===== config.mk =====
export PLATFORM = sky130hd
export DESIGN_NAME = fetch_unit
export DESIGN_NICKNAME = d
export VERILOG_FILES = /design/src/rtl/fetch_pkg.sv /design/src/rtl/pc_reg.sv /design/src/rtl/fetch_unit.sv
export SDC_FILE = /design/constraint.sdc
export NUM_CORES = 1
export LEC_CHECK = 0
export ABC_AREA = 0
export CORE_AREA = 3 3 114 116
export DETAILED_ROUTE_END_ITERATION = 10
export DIE_AREA = 0 0 117 119
export PLACE_DENSITY = 0.79
export SYNTH_ARGS = -nofsm -noshare
export SYNTH_HDL_FRONTEND = slang
export SYNTH_SLANG_ARGS = --single-unit

===== constraint.sdc =====
create_clock -name clk -period 2.1 [get_ports clk]
set_input_delay 0.42 -clock clk [delete_from_list [all_inputs] [get_ports clk]]
set_output_delay 0.42 -clock clk [all_outputs]
set_load 0.03 [all_outputs]

===== src/rtl/fetch_pkg.sv =====
// Shared types and constants for the instruction-fetch stage.
package fetch_pkg;

    localparam int          INSN_W = 32;
    localparam logic [31:0] PC_INC = 32'd4;

    localparam logic [1:0] S_IDLE  = 2'd0;
    localparam logic [1:0] S_FETCH = 2'd1;
    localparam logic [1:0] S_WAIT  = 2'd2;
    localparam logic [1:0] S_FULL  = 2'd3;

    typedef enum logic [1:0] {
        ST_IDLE  = S_IDLE,
        ST_FETCH = S_FETCH,
        ST_WAIT  = S_WAIT,
        ST_FULL  = S_FULL
    } fetch_state_t;

endpackage


===== src/rtl/pc_reg.sv =====
// Program-counter register: reset value, word-aligned load, sequential increment.
// Latency: new value visible the cycle after the update edge.
// Backpressure: none; the caller decides when to load or increment.
module pc_reg
    import fetch_pkg::*;
(
    input  logic        clk,
    input  logic        rst_n,
    input  logic [31:0] reset_val,
    input  logic        load,
    input  logic [31:0] load_addr,
    input  logic        inc,
    output logic [31:0] pc
);

    always_ff @(posedge clk) begin
        if (!rst_n) begin
            pc <= reset_val;
        end else if (load) begin
            pc <= load_addr & ~32'h3;
        end else if (inc) begin
            pc <= pc + PC_INC;
        end
    end

endmodule


===== src/rtl/fetch_unit.sv =====
// Instruction fetch: one outstanding imem read, holds one instruction for decode.
// Latency: 3 cycles per instruction with zero-wait memory and a ready decoder.
// Backpressure: stalls in FULL until inst_ready; never issues a new request meanwhile.
module fetch_unit
    import fetch_pkg::*;
#(
    parameter logic [31:0] RESET_PC = 32'h0000_0000
) (
    input  logic              clk,
    input  logic              rst_n,
    input  logic              redirect_valid,
    input  logic [31:0]       redirect_addr,
    output logic              imem_req_valid,
    input  logic              imem_req_ready,
    output logic [31:0]       imem_req_addr,
    input  logic              imem_rsp_valid,
    input  logic [INSN_W-1:0] imem_rsp_data,
    output logic              inst_valid,
    input  logic              inst_ready,
    output logic [INSN_W-1:0] inst_data,
    output logic [31:0]       inst_pc,
    output logic [31:0]       inst_pc_plus4
);

    fetch_state_t state;
    logic         kill;
    logic [31:0]  pc;
    logic         redirect_take;
    logic         rsp_take;

    // Redirects are meaningless before the first fetch has been armed.
    assign redirect_take = redirect_valid && (state != ST_IDLE);
    assign rsp_take      = (state == ST_WAIT) && imem_rsp_valid && !kill && !redirect_valid;

    pc_reg u_pc_reg (
        .clk       (clk),
        .rst_n     (rst_n),
        .reset_val (RESET_PC),
        .load      (redirect_take),
        .load_addr (redirect_addr),
        .inc       (rsp_take),
        .pc        (pc)
    );

    assign imem_req_valid = (state == ST_FETCH);
    assign imem_req_addr  = pc;
    assign inst_valid     = (state == ST_FULL);

    always_ff @(posedge clk) begin
        if (!rst_n) begin
            state         <= ST_IDLE;
            kill          <= 1'b0;
            inst_data     <= '0;
            inst_pc       <= '0;
            inst_pc_plus4 <= '0;
        end else begin
            if (rsp_take) begin
                inst_data     <= imem_rsp_data;
                inst_pc       <= pc;
                inst_pc_plus4 <= pc + PC_INC;
            end
            case (state)
                ST_IDLE: state <= ST_FETCH;
                ST_FETCH: begin
                    // A redirect racing the accept leaves a stale request in flight.
                    if (imem_req_ready) begin
                        state <= ST_WAIT;
                        kill  <= redirect_valid;
                    end
                end
                ST_WAIT: begin
                    if (imem_rsp_valid) begin
                        kill  <= 1'b0;
                        state <= (kill || redirect_valid) ? ST_FETCH : ST_FULL;
                    end else if (redirect_valid) begin
                        kill <= 1'b1;
                    end
                end
                ST_FULL: begin
                    if (redirect_valid || inst_ready) begin
                        state <= ST_FETCH;
                    end
                end
                default: state <= ST_IDLE;
            endcase
        end
    end

endmodule


# After elaboration in Yosys (flattened, before gate mapping)
# Index checks and enable logic that the tools add are counted.
# W data, S select, Z words.
# totals
elab_cells,42
ff_bits,131
input_bits,70
output_inout_bits,130
# op_classes
n_mux,11
n_eq_ne,7
addsub,1
n_bitwise,1
n_reduce_logical,15
# ops
op,n
$mux W32,2
$add A32 B3 Y32 const B,1
$mux W2,4
$pmux W2 S4,1
$reduce_and A3 Y1,2
$reduce_bool A2 Y1,3
$eq A2 B2 Y1 const B,2
$logic_and A1 B1 Y1,4
$ne A2 B1 Y1 const B,2
$mux W1,3
$ne A3 B3 Y1 const B,1
$eq A2 B1 Y1 const B,1
$logic_not A1 Y1,2
$logic_not A2 Y1,1
$logic_or A1 B1 Y1,2
$ne A2 B2 Y1 const B,1
$pmux W1 S2,1
$reduce_or A2 Y1,1
$not A1 Y1,1

# Longest topological paths before layout
# Gate-level depths: netlist (run 1).
# depth
ltp_word,6
ltp_mapped,9
mapped_depth_nobuf,7

# Modules after synthesis
# Synthesis (run 1) repeated with hierarchy kept, for this count alone.
# hier_totals
cells_unflattened,715
area_unflattened_um2,6118.4
# modules_own_cells
module,cells_per_inst,seq_area_each_um2,area_per_inst_um2,instances
fetch_unit,507,1941.9,4007.6,1
pc_reg,208,960.9,2110.8,1

# Least setup slack after synthesis (run 1)
# OpenSTA, ideal clock, no wires.
# synth_path
kind,register to register
start,register u_pc_reg.pc[2]
end,register u_pc_reg.pc[22]
synth_period_minus_slack_ps,2022
arrival_time_ps,1947
path_slack_ps,78
required_time_ps,2026
stages_incl_launch_ff,7
path_cell_list,dfxtp_1 ha_1 nand2_1 nor4_4 nand3_1 mux2_2 a31oi_1
# synth_between
elab_chain_len,3
# synth_rtl
item,line_no,text
from (decl),pc_reg.sv:13,output logic [31:0] pc
from (signal assigned),pc_reg.sv:18,pc <= reset_val;
from (signal assigned),pc_reg.sv:20,pc <= load_addr & ~32'h3;
from (signal assigned),pc_reg.sv:22,pc <= pc + PC_INC;
$add A32 B3 Y32,pc_reg.sv:22,
$mux W32,pc_reg.sv:21,end else if (inc) begin
$mux W32,pc_reg.sv:19,end else if (load) begin
# Every way passes these cells. The select of a mux whose other input is x is not followed.
# A chain may end at the register's enable or synchronous reset.

# Worst setup path after layout (run 1)
# layout_path
start,register u_pc_reg.pc[24]
end,output port imem_req_addr[24]
# layout_rtl
item,line_no,text
to (decl),fetch_unit.sv:15,"output logic [31:0] imem_req_addr,"
# No word-level cell between the ends.

==> metrics.txt, run 1 <==
status=finished clean; most common cell after layout, fill and taps aside=clkdlybuf4s50_1; RSZ-0062 raised after global routing=false; Pleak=3.21 nW; slew margin rel.=65.5%; Worst EP arrival=1640 ps; crit start category=flip-flop; DR vias/cell=5.47; worst slew pin tran=514 ps; DR vias=5,719; Psw=1.60 mW; worst-path cell chain=clkdlybuf4s50_1; die footprint=13,900 um2; Max VDD drop=515 uV; Top delay family on crit path=buffers and inverters; clock sinks=125; critical path class=flip-flop to output pin; Post-synth EDFFs=0; post-detail-place hpwl=12,700 um; DRT iter0 DRCs=344; root buf cell=clkbuf_16; Buffers & Inverters on Critical Path=1; Comb pwr share=13.3%; Synth area leader=dfxtp_1; top cells by area, synth=dfxtp_1 (47%), nand2_1 (11%), a21oi_1 (9.6%), clkbuf_1 (2.9%), o21ai_0 (2.7%); f_max=486 MHz; crit path time final=2060 ps; FP Rows=40; Int Power=4.88 mW; Worst setup EP type=output pin; Yosys top cell area share=46.5%; Port Buffers=191; sw frac=24.7%; Async S/R FF share, synth=0%; final antenna-violating net count=0; max incr delay on CP=750 ps; total track usage=25.3%; starting density of the core=44.8%; critical path's slowest cell=clkdlybuf4s50_1; initial antenna violation count=1; Clock Tree Buf Depth=2; Clk pin slew, worst setup/hold paths=60 ps; TritonCTS clock tree=yes; register bit count reported by yosys=125; GRT overflow=0; commonest non-fill, non-tap cells in the layout=clkdlybuf4s50_1 (173), nand2_1 (159), dfxtp_1 (125); register with the most flip-flops=inst_data; Layout area overhead=56.3%; Synth Flop Type=dfxtp_1; H-Tree Depth=4; Final Total Pwr=6.48 mW; clock skew=5.92 ps; number of endpoints failing setup at the final stage=0; DRC violations left=0; Crit Path Max Fanout=8; worst min path class=flip-flop to flip-flop; diode count=0; I/O pin count=200; power density over the cells=771 nW/um2; worst-skew pair later-pin latency=420 ps; Seq/Total Area, Yosys=46.5%; Reg power frac=39.1%; CP required=1680 ps; max reg flops=32; FILL cells=923; Routed WL=17,700 um; RD Place Congestion=0.875; Core Area=12,000 um2; Die Ht=119 um; Avg Inst Size Synth=7.96 um2; global-route wire length before repair=27,800 um; Finished Core Util=70.0%; Post-CTS Hold Buffers=0; final net count=961; final hold slack=452 ps; max-slew violation count=0; Netlist cell types=46; Max Cap Violations=0; number of global-route vias before repair=5,653; DR pass1 iterations=6; largest net degree at the start of global routing=69; Num CTS Buffers=17; Final Hold Vio Count=0; warnings from Yosys=0; share of cells above drive strength 1=11.0%; Tcrit/Tclk final=97.9%; Clk pwr share=47.7%; Syn Inst Count=676; DR WL/cell=16.9 um; Cell Area, Synth=5380 um2; Die Width=117 um
-- cell families (layout without fill, tap and decap cells) --
group / count (synthesis) / after routing / share of synthesized area, %
and+or+nand+nor: 267 / 267 / 23.3
AOI/OAI and AO/OA: 183 / 183 / 19.4
DFF: 125 / 125 / 46.5
buffers and inverters: 72 / 290 / 5.79
xor gates and xnor gates: 22 / 22 / 3.58
adders and majority gates: 5 / 5 / 1.16
other: 1 / 6 / 0.0697
muxes: 1 / 1 / 0.209
-- path summary, 6_finish.rpt --
path | from | slack [ps] | cells past startpoint | end
worst min register to register | inst_data[27] | 450 | 2 | inst_data[27]
worst max-delay path | u_pc_reg.pc[24] | 40 | 1 | imem_req_addr[24]
worst min-delay path | inst_data[27] | 450 | 2 | inst_data[27]
worst max register to register | state[0] | 170 | 8 | inst_data[28]
-- stage by stage --
| stage | instance area [um2] | setup TNS [ps] | worst slack, ps | instances |
|---|---|---|---|---|
| 6_report | 8410 | 0 | 44.5 | 1046 |
| 5_1_grt | 8410 | 0 | 0.158 | 1046 |
| 4_1_cts | 8380 | 0 | 0.378 | 1046 |
| 3_5_place_dp | 7760 | -1730 | -162 | 1014 |
| 3_3_place_gp | 7760 | -379 | -65.0 | 1014 |
| 2_1_floorplan | 5400 | 0 | 78.3 | 681 |
-- worst min-delay path: stages, from the launching register on --
cell and delay [ps]:
dfxtp_1 310, nand2_1 50, a21oi_1 50
-- power by group through the flow --
stage / Combinational (mW) / Clock (mW) / Sequential, mW
after detailed placement: 0.864 / 0 / 2.58
after floorplan: 0.330 / 0 / 2.67
after CTS: 0.861 / 3.12 / 2.53
after global routing: 0.916 / 3.24 / 2.54
final: 0.860 / 3.09 / 2.53
after global placement: 0.847 / 0 / 2.57
-- cells in the mapped netlist (all sizes together), types with 3 or more instances --
master / instances
a211oi: 12
a21oi: 103
a221oi: 8
a22oi: 7
a31oi: 10
and2: 4
and3: 10
and4: 4
buf: 19
clkbuf: 44
dfxtp: 125
ha: 5
inv: 9
nand2: 159
nand2b: 3
nand3: 15
nand4: 10
nor2: 36
nor3: 9
nor4: 9
o21ai: 30
o22ai: 3
xnor2: 9
xor2: 13
-- final cells by class --
| cell class | count | area [um2] | area share, % |
|---|---|---|---|
| multi-input combinational | 484 | 2620 | 31.2 |
| sequential | 125 | 2500 | 29.8 |
| timing repair buffer | 249 | 2440 | 29.0 |
| clock buffer | 21 | 460 | 5.48 |
| tap | 147 | 184 | 2.19 |
| clock inverter | 11 | 165 | 1.96 |
| inverter | 9 | 35.0 | 0.417 |
-- layer usage --
layer | GRT usage [%] | wire, um | vias up
li1 | - | - | 2740
met1 | 29.3 | 6890 | 2705
met2 | 43.0 | 8840 | 227
met3 | 7.42 | 1450 | 45
met4 | 10.3 | 478 | 2
met5 | 0 | 8 | -
-- what timing repair did --
action                                  4_1_cts  5_1_grt
setup buffers                                 0        0
resized for setup                             8       11
pin swaps                                     0        0
gates cloned                                  0        0
endpoints found under the setup margin        8       11
(Power assumes the default switching activity.)
==> run 2, diff against run 1 <==
--- a/config.mk
+++ b/config.mk
@@ -6,10 +6,13 @@
 export NUM_CORES = 1
 export LEC_CHECK = 0
 export ABC_AREA = 0
-export CORE_AREA = 3 3 114 116
+export ABC_CLOCK_PERIOD_IN_PS = 2100
+export CORE_AREA = 3 3 119 121
 export DETAILED_ROUTE_END_ITERATION = 10
-export DIE_AREA = 0 0 117 119
+export DIE_AREA = 0 0 122 124
 export PLACE_DENSITY = 0.79
 export SYNTH_ARGS = -nofsm -noshare
 export SYNTH_HDL_FRONTEND = slang
+export SYNTH_HIERARCHICAL = 1
 export SYNTH_SLANG_ARGS = --single-unit
+export TNS_END_PERCENT = 1
==> run 2 against run 1 <==
Die area grew 8.7%. Cell count grew 14%. Sequential share of layout area grew 0.44 points. First-iteration DRC count grew 69%. Synthesized cell count grew 5.8%. Routed wire length grew 9.2%. Core utilization grew 2.9 points. Critical path depth grew 6. Hold slack is essentially flat. Count of clock-buffer cells in the layout grew 7. Clock skew is essentially flat.
==> metrics.txt, run 2 <==
DR vias/cell=5.33 (was 5.47); Pleak=3.51 nW (was 3.21 nW); starting density of the core=46.4% (was 44.8%); clock sinks=129 (was 125); Core Area=13,200 um2 (was 12,000 um2); crit path time final=2090 ps (was 2060 ps); share of cells above drive strength 1=14.0% (was 11.0%); initial antenna violation count=0 (was 1); clock skew=5.96 ps (was 5.92 ps); Port Buffers=197 (was 191); top cells by count, synth=nand2_1 (158), dfxtp_1 (97), a21oi_1 (78) (was nand2_1 (159), dfxtp_1 (125), a21oi_1 (103)); pre-CTS setup slack=-61.2 ps (was -162 ps); Netlist cell types=56 (was 46); Die Ht=124 um (was 119 um); critical path class=flip-flop to flip-flop (was flip-flop to output pin); final worst setup slack=5.30 ps (was 44.5 ps); Clock Tree Buf Depth=2 (unchanged); number of endpoints failing setup at the final stage=0 (unchanged); status=finished clean (unchanged); worst r2r src=u_pc_reg/pc[2] (was state[0]); worst r2r dst=u_pc_reg/pc[19] (was inst_data[28]); Async S/R FF share, synth=0% (unchanged); H-Tree Depth=4 (unchanged); worst min path class=flip-flop to flip-flop (unchanged); sw frac=28.3% (was 24.7%); worst r2r path cells=7 (was 8); CP required=2250 ps (was 1680 ps); final antenna-violating net count=0 (unchanged); RSZ-0062 raised after global routing=true (was false); GRT overflow=0 (unchanged); DRT iter0 DRCs=580 (was 344); DR pass1 iterations=5 (was 6); final net count=1,076 (was 961); RD Place Congestion=0.836 (was 0.875); f_max=477 MHz (was 486 MHz); DRC violations left=0 (unchanged); total track usage=24.8% (was 25.3%); register bit count reported by yosys=129 (was 125); DR WL/cell=16.2 um (was 16.9 um); Psw=2.05 mW (was 1.60 mW); number of cells after detailed placement=1,153 (was 1,014); Cell Area, Synth=6120 um2 (was 5380 um2); Max VDD drop=652 uV (was 515 uV); placed cell areas=8980 um2 (was 7760 um2); diode count=0 (unchanged); global-route wire length before repair=29,500 um (was 27,800 um); Clk pwr share=38.8% (was 47.7%); worst-skew pair later-pin latency=410 ps (was 420 ps); FILL cells=1,022 (was 923); Int Power=5.20 mW (was 4.88 mW); Clk pin slew, worst setup/hold paths=50 ps (was 60 ps); Seq/Total Area, Yosys=47.4% (was 46.5%); commonest non-fill, non-tap cells in the layout=clkdlybuf4s50_1 (173), nand2_1 (156), dfxtp_1 (97) (was clkdlybuf4s50_1 (173), nand2_1 (159), dfxtp_1 (125)); I/O pin count=200 (unchanged); FP Rows=42 (was 40); Post-synth EDFFs=32 (was 0); warnings from Yosys=6 (was 0); Die Width=122 um (was 117 um); top-count cell post-synth=nand2_1 (unchanged); Tcrit/Tclk final=99.7% (was 97.9%); Max Cap Violations=0 (unchanged); die footprint=15,100 um2 (was 13,900 um2); Crit Path Max Fanout=6 (was 8); Synth Flop Type=dfxtp_1 (unchanged); Num CTS Buffers=17 (unchanged); Syn Inst Count=715 (was 676); Final Hold Vio Count=0 (unchanged); most common cell after layout, fill and taps aside=clkdlybuf4s50_1 (unchanged); post-route insts no fill=1,188 (was 1,046); max-slew violation count=0 (unchanged); Layout area overhead=57.1% (was 56.3%); Comb pwr share=21.5% (was 13.3%); slew margin rel.=64.7% (was 65.5%); crit start category=flip-flop (unchanged); Final TNS setup=0 ps (unchanged); top cells by area, synth=dfxtp_1 (32%), edfxtp_1 (16%), nand2_1 (9.7%), a21oi_1 (6.4%), o21ai_0 (3.9%) (was dfxtp_1 (47%), nand2_1 (11%), a21oi_1 (9.6%), clkbuf_1 (2.9%), o21ai_0 (2.7%)); power density over the cells=755 nW/um2 (was 771 nW/um2); Avg Inst Size Synth=8.56 um2 (was 7.96 um2); TritonCTS clock tree=yes (unchanged); post-route cell area=9610 um2 (was 8410 um2); largest net degree at the start of global routing=70 (was 69); Post-CTS Hold Buffers=0 (unchanged); Reg power frac=39.7% (was 39.1%); Final Total Pwr=7.26 mW (was 6.48 mW); Worst setup startpoint=u_pc_reg/pc[2] (was u_pc_reg.pc[24]); DR vias=6,329 (was 5,719); worst setup path end=u_pc_reg/pc[19] (was imem_req_addr[24]); number of global-route vias before repair=5,861 (was 5,653); R2R setup slack=5 ps (was 170 ps); post-detail-place hpwl=13,700 um (was 12,700 um); Worst setup EP type=flip-flop (was output pin); Worst EP arrival=2250 ps (was 1640 ps); root buf cell=clkbuf_16 (unchanged); Yosys top cell area share=31.7% (was 46.5%); Synth area leader=dfxtp_1 (unchanged); worst slew pin tran=524 ps (was 514 ps); Routed WL=19,300 um (was 17,700 um)
## run 2: cell types whose count changed after synthesis, sizes merged, moves of 12 or more
cell,change
xnor2,+13
o21ai,+26
edfxtp,+32
nor2,-12
dfxtp,-28
a21oi,-25
buf,-12
## run 2: final cells by class
class / count / area (um2) / share of cell area (%)
multi-input combinational: 553 / 3120 / 32.5
clock inverter: 3 / 15.0 / 0.156
clock buffer: 28 / 559 / 5.82
inverter: 17 / 65.1 / 0.677
timing repair buffer: 282 / 2730 / 28.4
sequential: 129 / 2900 / 30.2
tap: 176 / 220 / 2.29
## run 2: layer usage
metal	track usage, %	vias up	wire length (um)
met5	0	-	0
met4	9.66	0	437
met3	5.68	39	1550
met2	41.2	285	9220
met1	31.6	2922	8100
li1	-	3083	-
## run 2: how the worst min path moves through the flow
stage | from | end | slack (ps) | cells after the start
2_1_floorplan | state[1] | state[1] | 480 | 2
3_5_place_dp | inst_data[14] | inst_data[14] | 450 | 2
4_1_cts | inst_data[14] | inst_data[14] | 450 | 2
5_1_grt | inst_data[14] | inst_data[14] | 470 | 2
6_report | inst_data[7] | inst_data[7] | 450 | 2
3_3_place_gp | inst_pc[18] | inst_pc[18] | 440 | 2
## run 2: worst max-delay path: stages (launching register included)
cell and delay (ps):
edfxtp_1 480, buf_4 170, nand3_1 150, buf_4 220, nor3_1 330, a21boi_0 180
nor3_1 210, o2bb2ai_1 110
## run 2: logic make-up (layout without fill, tap and decap cells)
group,count (synthesis),after routing,synth area share [%]
AO/OA/AOI/OAI,189,189,17.8
XOR/XNOR,36,36,5.15
adder cells (fa/ha/maj),6,6,1.23
buffers and inverters,64,330,4.66
flip-flops,129,129,47.4
multiplexers,7,7,1.25
other,1,32,0.0613
AND/OR/NAND/NOR,283,283,22.4
## run 2: per-stage QoR
stage / util (%) / hold slack [ps]
3_3_place_gp: 68.1 / 441
6_report: 72.9 / 451
3_5_place_dp: 68.1 / 446
2_1_floorplan: - / 479
5_1_grt: 72.9 / 465
4_1_cts: 72.4 / 454
## run 2: timing repair
action | CTS | global route
setup endpoints to repair | 23 | 21
gates resized for setup | 22 | 9
pin swaps | 1 | 3
buffers inserted | 0 | 4
## run 2: power groups by stage
stage          Clock (mW)  Sequential (mW)  Combinational (mW)
2_1_floorplan           0             3.18               0.485
3_3_place_gp            0             2.92                1.53
3_5_place_dp            0             2.93                1.55
4_1_cts              2.86             2.88                1.53
5_1_grt              2.96             2.90                1.67
6_report             2.81             2.88                1.56
